===== config.mk =====
export PLATFORM = sky130hd
export DESIGN_NAME = res_buffer_ctrl_flat
export DESIGN_NICKNAME = d
export VERILOG_FILES = /design/src/rtl/res_buffer_ctrl_if.sv /design/src/rtl/res_buffer_ctrl.sv /design/src/flat_wrapper.sv
export SDC_FILE = /design/constraint.sdc
export NUM_CORES = 1
export LEC_CHECK = 0
export ABC_AREA = 1
export BUFFER_PORTS_ARGS = -buffer_cell sky130_fd_sc_hd__buf_4
export CAP_MARGIN = 40
export CORE_MARGIN = 2
export CORE_UTILIZATION = 53
export DETAILED_ROUTE_END_ITERATION = 6
export PLACE_DENSITY = 0.79
export SYNTH_ARGS = -nofsm -noshare
export SYNTH_HDL_FRONTEND = slang
export SYNTH_SLANG_ARGS = --single-unit

===== constraint.sdc =====
create_clock -name clk -period 2.25 [get_ports clk]
set_clock_uncertainty 0.2 [all_clocks]
set_input_delay 0.225 -clock clk [delete_from_list [all_inputs] [get_ports clk]]
set_output_delay 0.225 -clock clk [all_outputs]
set_load 0.05 [all_outputs]

===== src/rtl/res_buffer_ctrl_if.sv =====
// res_buffer_ctrl_if: result stream, drain stream and buffer port of the result buffer controller
//   res_valid/res_data/res_ready      PE result stream (controller is the sink)
//   out_valid/out_data/out_ready      drained word stream (controller is the source)
//   buf_wr_en/buf_addr/buf_wr_data    single-port buffer write side and shared address
//   buf_rd_data                       buffer async read data at buf_addr
//   modport master: controller side; modport slave: PE array / downstream / buffer side
interface res_buffer_ctrl_if #(
    parameter int BIT_DEPTH  = 8,
    parameter int ADDR_WIDTH = 10
);
    logic                  res_valid;
    logic                  res_ready;
    logic [BIT_DEPTH-1:0]  res_data;
    logic                  out_valid;
    logic                  out_ready;
    logic [BIT_DEPTH-1:0]  out_data;
    logic                  buf_wr_en;
    logic [ADDR_WIDTH-1:0] buf_addr;
    logic [BIT_DEPTH-1:0]  buf_wr_data;
    logic [BIT_DEPTH-1:0]  buf_rd_data;

    modport master (
        input  res_valid, res_data, out_ready, buf_rd_data,
        output res_ready, out_valid, out_data, buf_wr_en, buf_addr, buf_wr_data
    );

    modport slave (
        output res_valid, res_data, out_ready, buf_rd_data,
        input  res_ready, out_valid, out_data, buf_wr_en, buf_addr, buf_wr_data
    );
endinterface


===== src/rtl/res_buffer_ctrl.sv =====
// res_buffer_ctrl: sequences one output tile through the result buffer, FILL from the PE array then DRAIN to writeback
//   clk       clock, all state on posedge
//   rst_n     asynchronous active-low reset
//   start     begin a tile, sampled only in IDLE
//   abort     drop the current tile, back to IDLE without done
//   tile_len  results per tile, latched on an accepted start
//   bus       result stream, drain stream and buffer port (master side)
//   busy      a tile is in FILL or DRAIN
//   done      1-cycle pulse when a tile is fully drained (or started with length 0)
//   cfg_err   1-cycle pulse when start is rejected because tile_len exceeds the buffer
module res_buffer_ctrl #(
    parameter int BIT_DEPTH  = 8,
    parameter int ADDR_WIDTH = 10
) (
    input  logic                  clk,
    input  logic                  rst_n,
    input  logic                  start,
    input  logic                  abort,
    input  logic [ADDR_WIDTH:0]   tile_len,
    res_buffer_ctrl_if.master     bus,
    output logic                  busy,
    output logic                  done,
    output logic                  cfg_err
);
    typedef enum logic [1:0] {IDLE, FILL, DRAIN} state_t;

    localparam logic [ADDR_WIDTH:0] DEPTH = {1'b1, {ADDR_WIDTH{1'b0}}};
    localparam logic [ADDR_WIDTH:0] ONE   = {{ADDR_WIDTH{1'b0}}, 1'b1};

    state_t              state, state_nxt;
    logic [ADDR_WIDTH:0] ptr, ptr_nxt;
    logic [ADDR_WIDTH:0] len, len_nxt;
    logic                done_nxt, cfg_err_nxt;
    logic                fill, drain, last;

    assign fill  = state == FILL;
    assign drain = state == DRAIN;
    // ptr is one bit wider than the address so a full DEPTH tile compares without wrap
    assign last  = ptr == len - ONE;

    always_ff @(posedge clk or negedge rst_n) begin
        if (!rst_n) begin
            state   <= IDLE;
            ptr     <= '0;
            len     <= '0;
            done    <= 1'b0;
            cfg_err <= 1'b0;
        end else begin
            state   <= state_nxt;
            ptr     <= ptr_nxt;
            len     <= len_nxt;
            done    <= done_nxt;
            cfg_err <= cfg_err_nxt;
        end
    end

    always_comb begin
        state_nxt   = state;
        ptr_nxt     = ptr;
        len_nxt     = len;
        done_nxt    = 1'b0;
        cfg_err_nxt = 1'b0;
        case (state)
            IDLE: begin
                // abort wins over start even though it otherwise does nothing in IDLE
                if (start && !abort) begin
                    if (tile_len == '0) begin
                        done_nxt = 1'b1;
                    end else if (tile_len > DEPTH) begin
                        cfg_err_nxt = 1'b1;
                    end else begin
                        len_nxt   = tile_len;
                        ptr_nxt   = '0;
                        state_nxt = FILL;
                    end
                end
            end
            FILL: begin
                if (bus.res_valid) begin
                    ptr_nxt   = last ? '0 : ptr + ONE;
                    state_nxt = last ? DRAIN : FILL;
                end
            end
            DRAIN: begin
                if (bus.out_ready) begin
                    ptr_nxt   = last ? '0 : ptr + ONE;
                    state_nxt = last ? IDLE : DRAIN;
                    done_nxt  = last;
                end
            end
            default: state_nxt = IDLE;
        endcase
        // the beat in the abort cycle still lands via the combinational outputs
        if (abort && state != IDLE) begin
            state_nxt = IDLE;
            ptr_nxt   = '0;
            done_nxt  = 1'b0;
        end
    end

    assign busy            = state != IDLE;
    assign bus.res_ready   = fill;
    assign bus.buf_wr_en   = fill && bus.res_valid;
    assign bus.buf_wr_data = fill ? bus.res_data : '0;
    // address held while DRAIN stalls keeps the async read data stable
    assign bus.buf_addr    = (fill || drain) ? ptr[ADDR_WIDTH-1:0] : '0;
    assign bus.out_valid   = drain;
    assign bus.out_data    = drain ? bus.buf_rd_data : '0;

    ptr_in_tile: assert property (@(posedge clk) disable iff (!rst_n) state == IDLE || ptr < len);
    single_pulse: assert property (@(posedge clk) disable iff (!rst_n) !(done && cfg_err));
endmodule


===== src/flat_wrapper.sv =====
// flat-port wrapper written by rule: the top's interface ports become plain ports
module res_buffer_ctrl_flat 
#(
    parameter int BIT_DEPTH  = 8,
    parameter int ADDR_WIDTH = 10
)
  (clk, rst_n, start, abort, tile_len, busy, done, cfg_err, bus_res_valid, bus_res_data, bus_out_ready, bus_buf_rd_data, bus_res_ready, bus_out_valid, bus_out_data, bus_buf_wr_en, bus_buf_addr, bus_buf_wr_data);
  res_buffer_ctrl_if #(.BIT_DEPTH(BIT_DEPTH), .ADDR_WIDTH(ADDR_WIDTH)) bus_i ();
  input  logic clk;
  input  logic rst_n;
  input  logic start;
  input  logic abort;
  input  logic [ADDR_WIDTH:0] tile_len;
  output logic busy;
  output logic done;
  output logic cfg_err;
  input wire logic [$bits(bus_i.res_valid)-1:0] bus_res_valid;
  input wire logic [$bits(bus_i.res_data)-1:0] bus_res_data;
  input wire logic [$bits(bus_i.out_ready)-1:0] bus_out_ready;
  input wire logic [$bits(bus_i.buf_rd_data)-1:0] bus_buf_rd_data;
  output wire logic [$bits(bus_i.res_ready)-1:0] bus_res_ready;
  output wire logic [$bits(bus_i.out_valid)-1:0] bus_out_valid;
  output wire logic [$bits(bus_i.out_data)-1:0] bus_out_data;
  output wire logic [$bits(bus_i.buf_wr_en)-1:0] bus_buf_wr_en;
  output wire logic [$bits(bus_i.buf_addr)-1:0] bus_buf_addr;
  output wire logic [$bits(bus_i.buf_wr_data)-1:0] bus_buf_wr_data;
  assign bus_i.res_valid = bus_res_valid;
  assign bus_i.res_data = bus_res_data;
  assign bus_i.out_ready = bus_out_ready;
  assign bus_i.buf_rd_data = bus_buf_rd_data;
  assign bus_res_ready = bus_i.res_ready;
  assign bus_out_valid = bus_i.out_valid;
  assign bus_out_data = bus_i.out_data;
  assign bus_buf_wr_en = bus_i.buf_wr_en;
  assign bus_buf_addr = bus_i.buf_addr;
  assign bus_buf_wr_data = bus_i.buf_wr_data;
  res_buffer_ctrl #(.BIT_DEPTH(BIT_DEPTH), .ADDR_WIDTH(ADDR_WIDTH)) u_core (.clk(clk), .rst_n(rst_n), .start(start), .abort(abort), .tile_len(tile_len), .bus(bus_i), .busy(busy), .done(done), .cfg_err(cfg_err));
endmodule

==> flow_metrics.env <==
export IMPL_worst_endpoint_required_ns=2.27
export IMPL_setup_worst_path_end_class="flop"
export IMPL_die_y_um=69.9
export IMPL_first_global_vias=2412
export IMPL_root_buffer="clkbuf_8"
export IMPL_finalWirelength_um=5890
export IMPL_avgSynthCellArea_um2=5.95
export IMPL_drc_errors=0
export IMPL_place_inst=499
export IMPL_synth_top_area_share_pct=28.3
export IMPL_grt_pass1_wl_um=10200
export IMPL_syn_area_um2=2300
export IMPL_synth_cell_type_count=26
export IMPL_syn_inst=387
export IMPL_final_cell_mix="nand2_1 (132), buf_4 (71), inv_1 (69)"
export IMPL_clock_sinks=26
export IMPL_core_area_um2=4090
export IMPL_dieWidth_um=69.9
export IMPL_cts_setup_buffers=0
export IMPL_vias_per_cell=4.99
export IMPL_vias=2525
export IMPL_place_congestion=0.907
export IMPL_dpl_instance_area_um2=2850
export IMPL_crit_arrival_ns=2.11
export IMPL_setup_viol=0
export IMPL_hpwlAfterDp_um=4570
export IMPL_fin_crit_sh_pct=92.7
export IMPL_finalPower_mw=2.96
export IMPL_first_iter_violations=145
export IMPL_setup_worst_path_class="reg2reg"
export IMPL_synth_simple_area_share_pct=44.9
export IMPL_initial_core_util_pct=56.3
export IMPL_drive_above_1_share_pct=23.0
export IMPL_yosysSeqAreaShare_pct=28.3
export IMPL_drv_cap=0
export IMPL_ys_warn_count=0
export IMPL_h_tree_depth=1
export IMPL_status="finished clean"
export IMPL_portBuffers=64
export IMPL_crit_slowest_cell="dfrtp_1"
export IMPL_finalCriticalPeriod_ns=2.09
export IMPL_hp_class="in2reg"
export IMPL_ys_top_cells_by_area="dfrtp_1 (28%), nand2_1 (22%), inv_1 (11%)"
export IMPL_hold_violations=0
export IMPL_tritoncts="built"
export IMPL_critPathMaxStageDelay_ns=0.53
export IMPL_synth_top_family_by_area="simple AND/OR/NAND/NOR gates"
export IMPL_syn_to_final_growth_pct=29.2
export IMPL_grtUsageTotal_pct=24.5
export IMPL_place_ws_ns=0.0102
export IMPL_path_cells="ha_1 -> nand3_1 -> nor3_1 -> nand3_1 -> a21oi_1 -> o21a_1 -> nand3_1 -> nand2_1"
export IMPL_synth_top_cell_by_area="dfrtp_1"
export IMPL_fmax_ghz=0.479
export IMPL_drv_slew=0
export IMPL_critPathLaunchType="flop"
export IMPL_synth_mux_area_share_pct=0
export IMPL_synthAdderAreaFrac_pct=3.81
export IMPL_postLayoutSetupSlackWorst_ns=0.163
export IMPL_gr_total_overflow=0
export IMPL_clkTransAtPathRegs_ns=0.09
export IMPL_synth_compound_area_share_pct=4.08
export IMPL_drt_first_pass_iters=4
export IMPL_io_pins=65
export IMPL_clk_insertion_delay_late_ns=0.28
export IMPL_ys_seq_elements=26
export IMPL_clock_path_buffers=2
export IMPL_p_per_area_nw_per_um2=996
export IMPL_path_max_fanout=9
export IMPL_antenna_found_initial=0
export IMPL_final_common_cell="nand2_1"
export IMPL_max_slew_margin_rel_pct=73.1
export IMPL_antenna_cells_inserted=0
export IMPL_cts_buffers_inserted=3
export IMPL_ant_nets=0
export IMPL_tightest_slew_ns=0.400
export IMPL_yosys_area_share_xor_xnor_pct=4.19
export IMPL_irDropWorstVdd_v=0.000593
export IMPL_fin_cells=506
export IMPL_nets=497
export IMPL_stdcell_area_um2=2970
export IMPL_fp_row_count=23
export IMPL_grt_max_degree=27
export IMPL_syn_num_nets=427
export IMPL_crit_path_frequent_cell="nand3_1"
export IMPL_p_leak_nw=1.78
export IMPL_wl_per_cell_um=11.6
export IMPL_die_area_um2=4880
## path summary, 6_finish.rpt
path,from,slack (ns),cells past startpoint,to
min,tile_len[6],0.007,3,u_core.len[6]
max in group asynchronous,rst_n,1.40,2,u_core.state[0]
min reg2reg,u_core.len[10],0.33,2,u_core.len[10]
max reg2reg,u_core.ptr[0],0.16,8,u_core.ptr[8]
min in group asynchronous,rst_n,0.20,2,u_core.done
max,u_core.ptr[0],0.16,8,u_core.ptr[8]
## per-stage QoR
| step | util (%) | hold slack [ns] | TNS, ns |
|---|---|---|---|
| 2_1_floorplan | - | -0.271 | 0 |
| 3_3_place_gp | 69.8 | -0.0479 | 0 |
| 3_5_place_dp | 69.8 | -0.0459 | 0 |
| 4_1_cts | 71.5 | 0.00753 | 0 |
| 5_1_grt | 72.7 | 0.0235 | -0.00842 |
| 6_report | 72.7 | 0.00726 | 0 |
## registers in the layout (all words and copies together) (netlist names)
| signal | cells |
|---|---|
| u_core.cfg_err | 1 |
| u_core.ptr | 11 |
| u_core.state | 2 |
| u_core.done | 1 |
| u_core.len | 11 |
## logic make-up (layout without fill, tap and decap cells)
| logic type | count (synthesis) | after routing |
|---|---|---|
| AO/OA/AOI/OAI | 18 | 18 |
| XOR/XNOR | 11 | 11 |
| adder cells (fa/ha/maj) | 7 | 7 |
| buffers and inverters | 87 | 155 |
| flip-flops | 26 | 26 |
| AND/OR/NAND/NOR | 238 | 239 |
## layer usage
layer | up-vias | routed length [um] | track usage [%]
li1 | 1312 | - | -
met1 | 1132 | 2650 | 31.3
met2 | 76 | 2880 | 43.7
met3 | 5 | 304 | 3.03
met4 | 0 | 54 | 6.41
met5 | - | 0 | 0
## cells in the mapped netlist (all sizes together)
cell type	n
ha	7
nor3	8
buf	6
nand3	45
xnor2	4
clkbuf	4
a21oi	7
nand4	6
dfrtp	26
o21a	1
o22ai	1
xor2	7
or2	2
clkinv	1
inv	76
nand2	137
o21ai	9
nor4	2
nor2	38
## worst max-delay path, delay by kind of cell (launching register included)
kind	cells	cell delay, ns
flops	1	0.53
fa+ha+maj	1	0.23
simple gates	5	0.79
compound gates	2	0.30
## power breakdown
group | internal (mW) | total, mW | leakage [nW] | switching [mW]
clock network | 0.157 | 0.312 | 0.0288 | 0.155
logic | 0.633 | 1.87 | 1.41 | 1.24
registers | 0.591 | 0.781 | 0.336 | 0.190
total | 1.38 | 2.96 | 1.78 | 1.58
## cell type report
type	count	area, um^2
well taps	50	62.6
inverters	77	293
flip-flops and latches	26	651
clock buffers	4	55.1
repair buffers	73	554
repair inverters	1	7.51
multi-input cells	275	1350
fillers	379	1110
## timing repair
| item | CTS | global route |
|---|---|---|
| gates cloned | 0 | 2 |
| pin swaps | 0 | 2 |
| gates resized for setup | 1 | 12 |
| endpoints found under the hold margin | 26 | 0 |
| endpoints found under the setup margin | 11 | 14 |
| hold buffers | 1 | 0 |
Power figures use the tool's default switching activity.
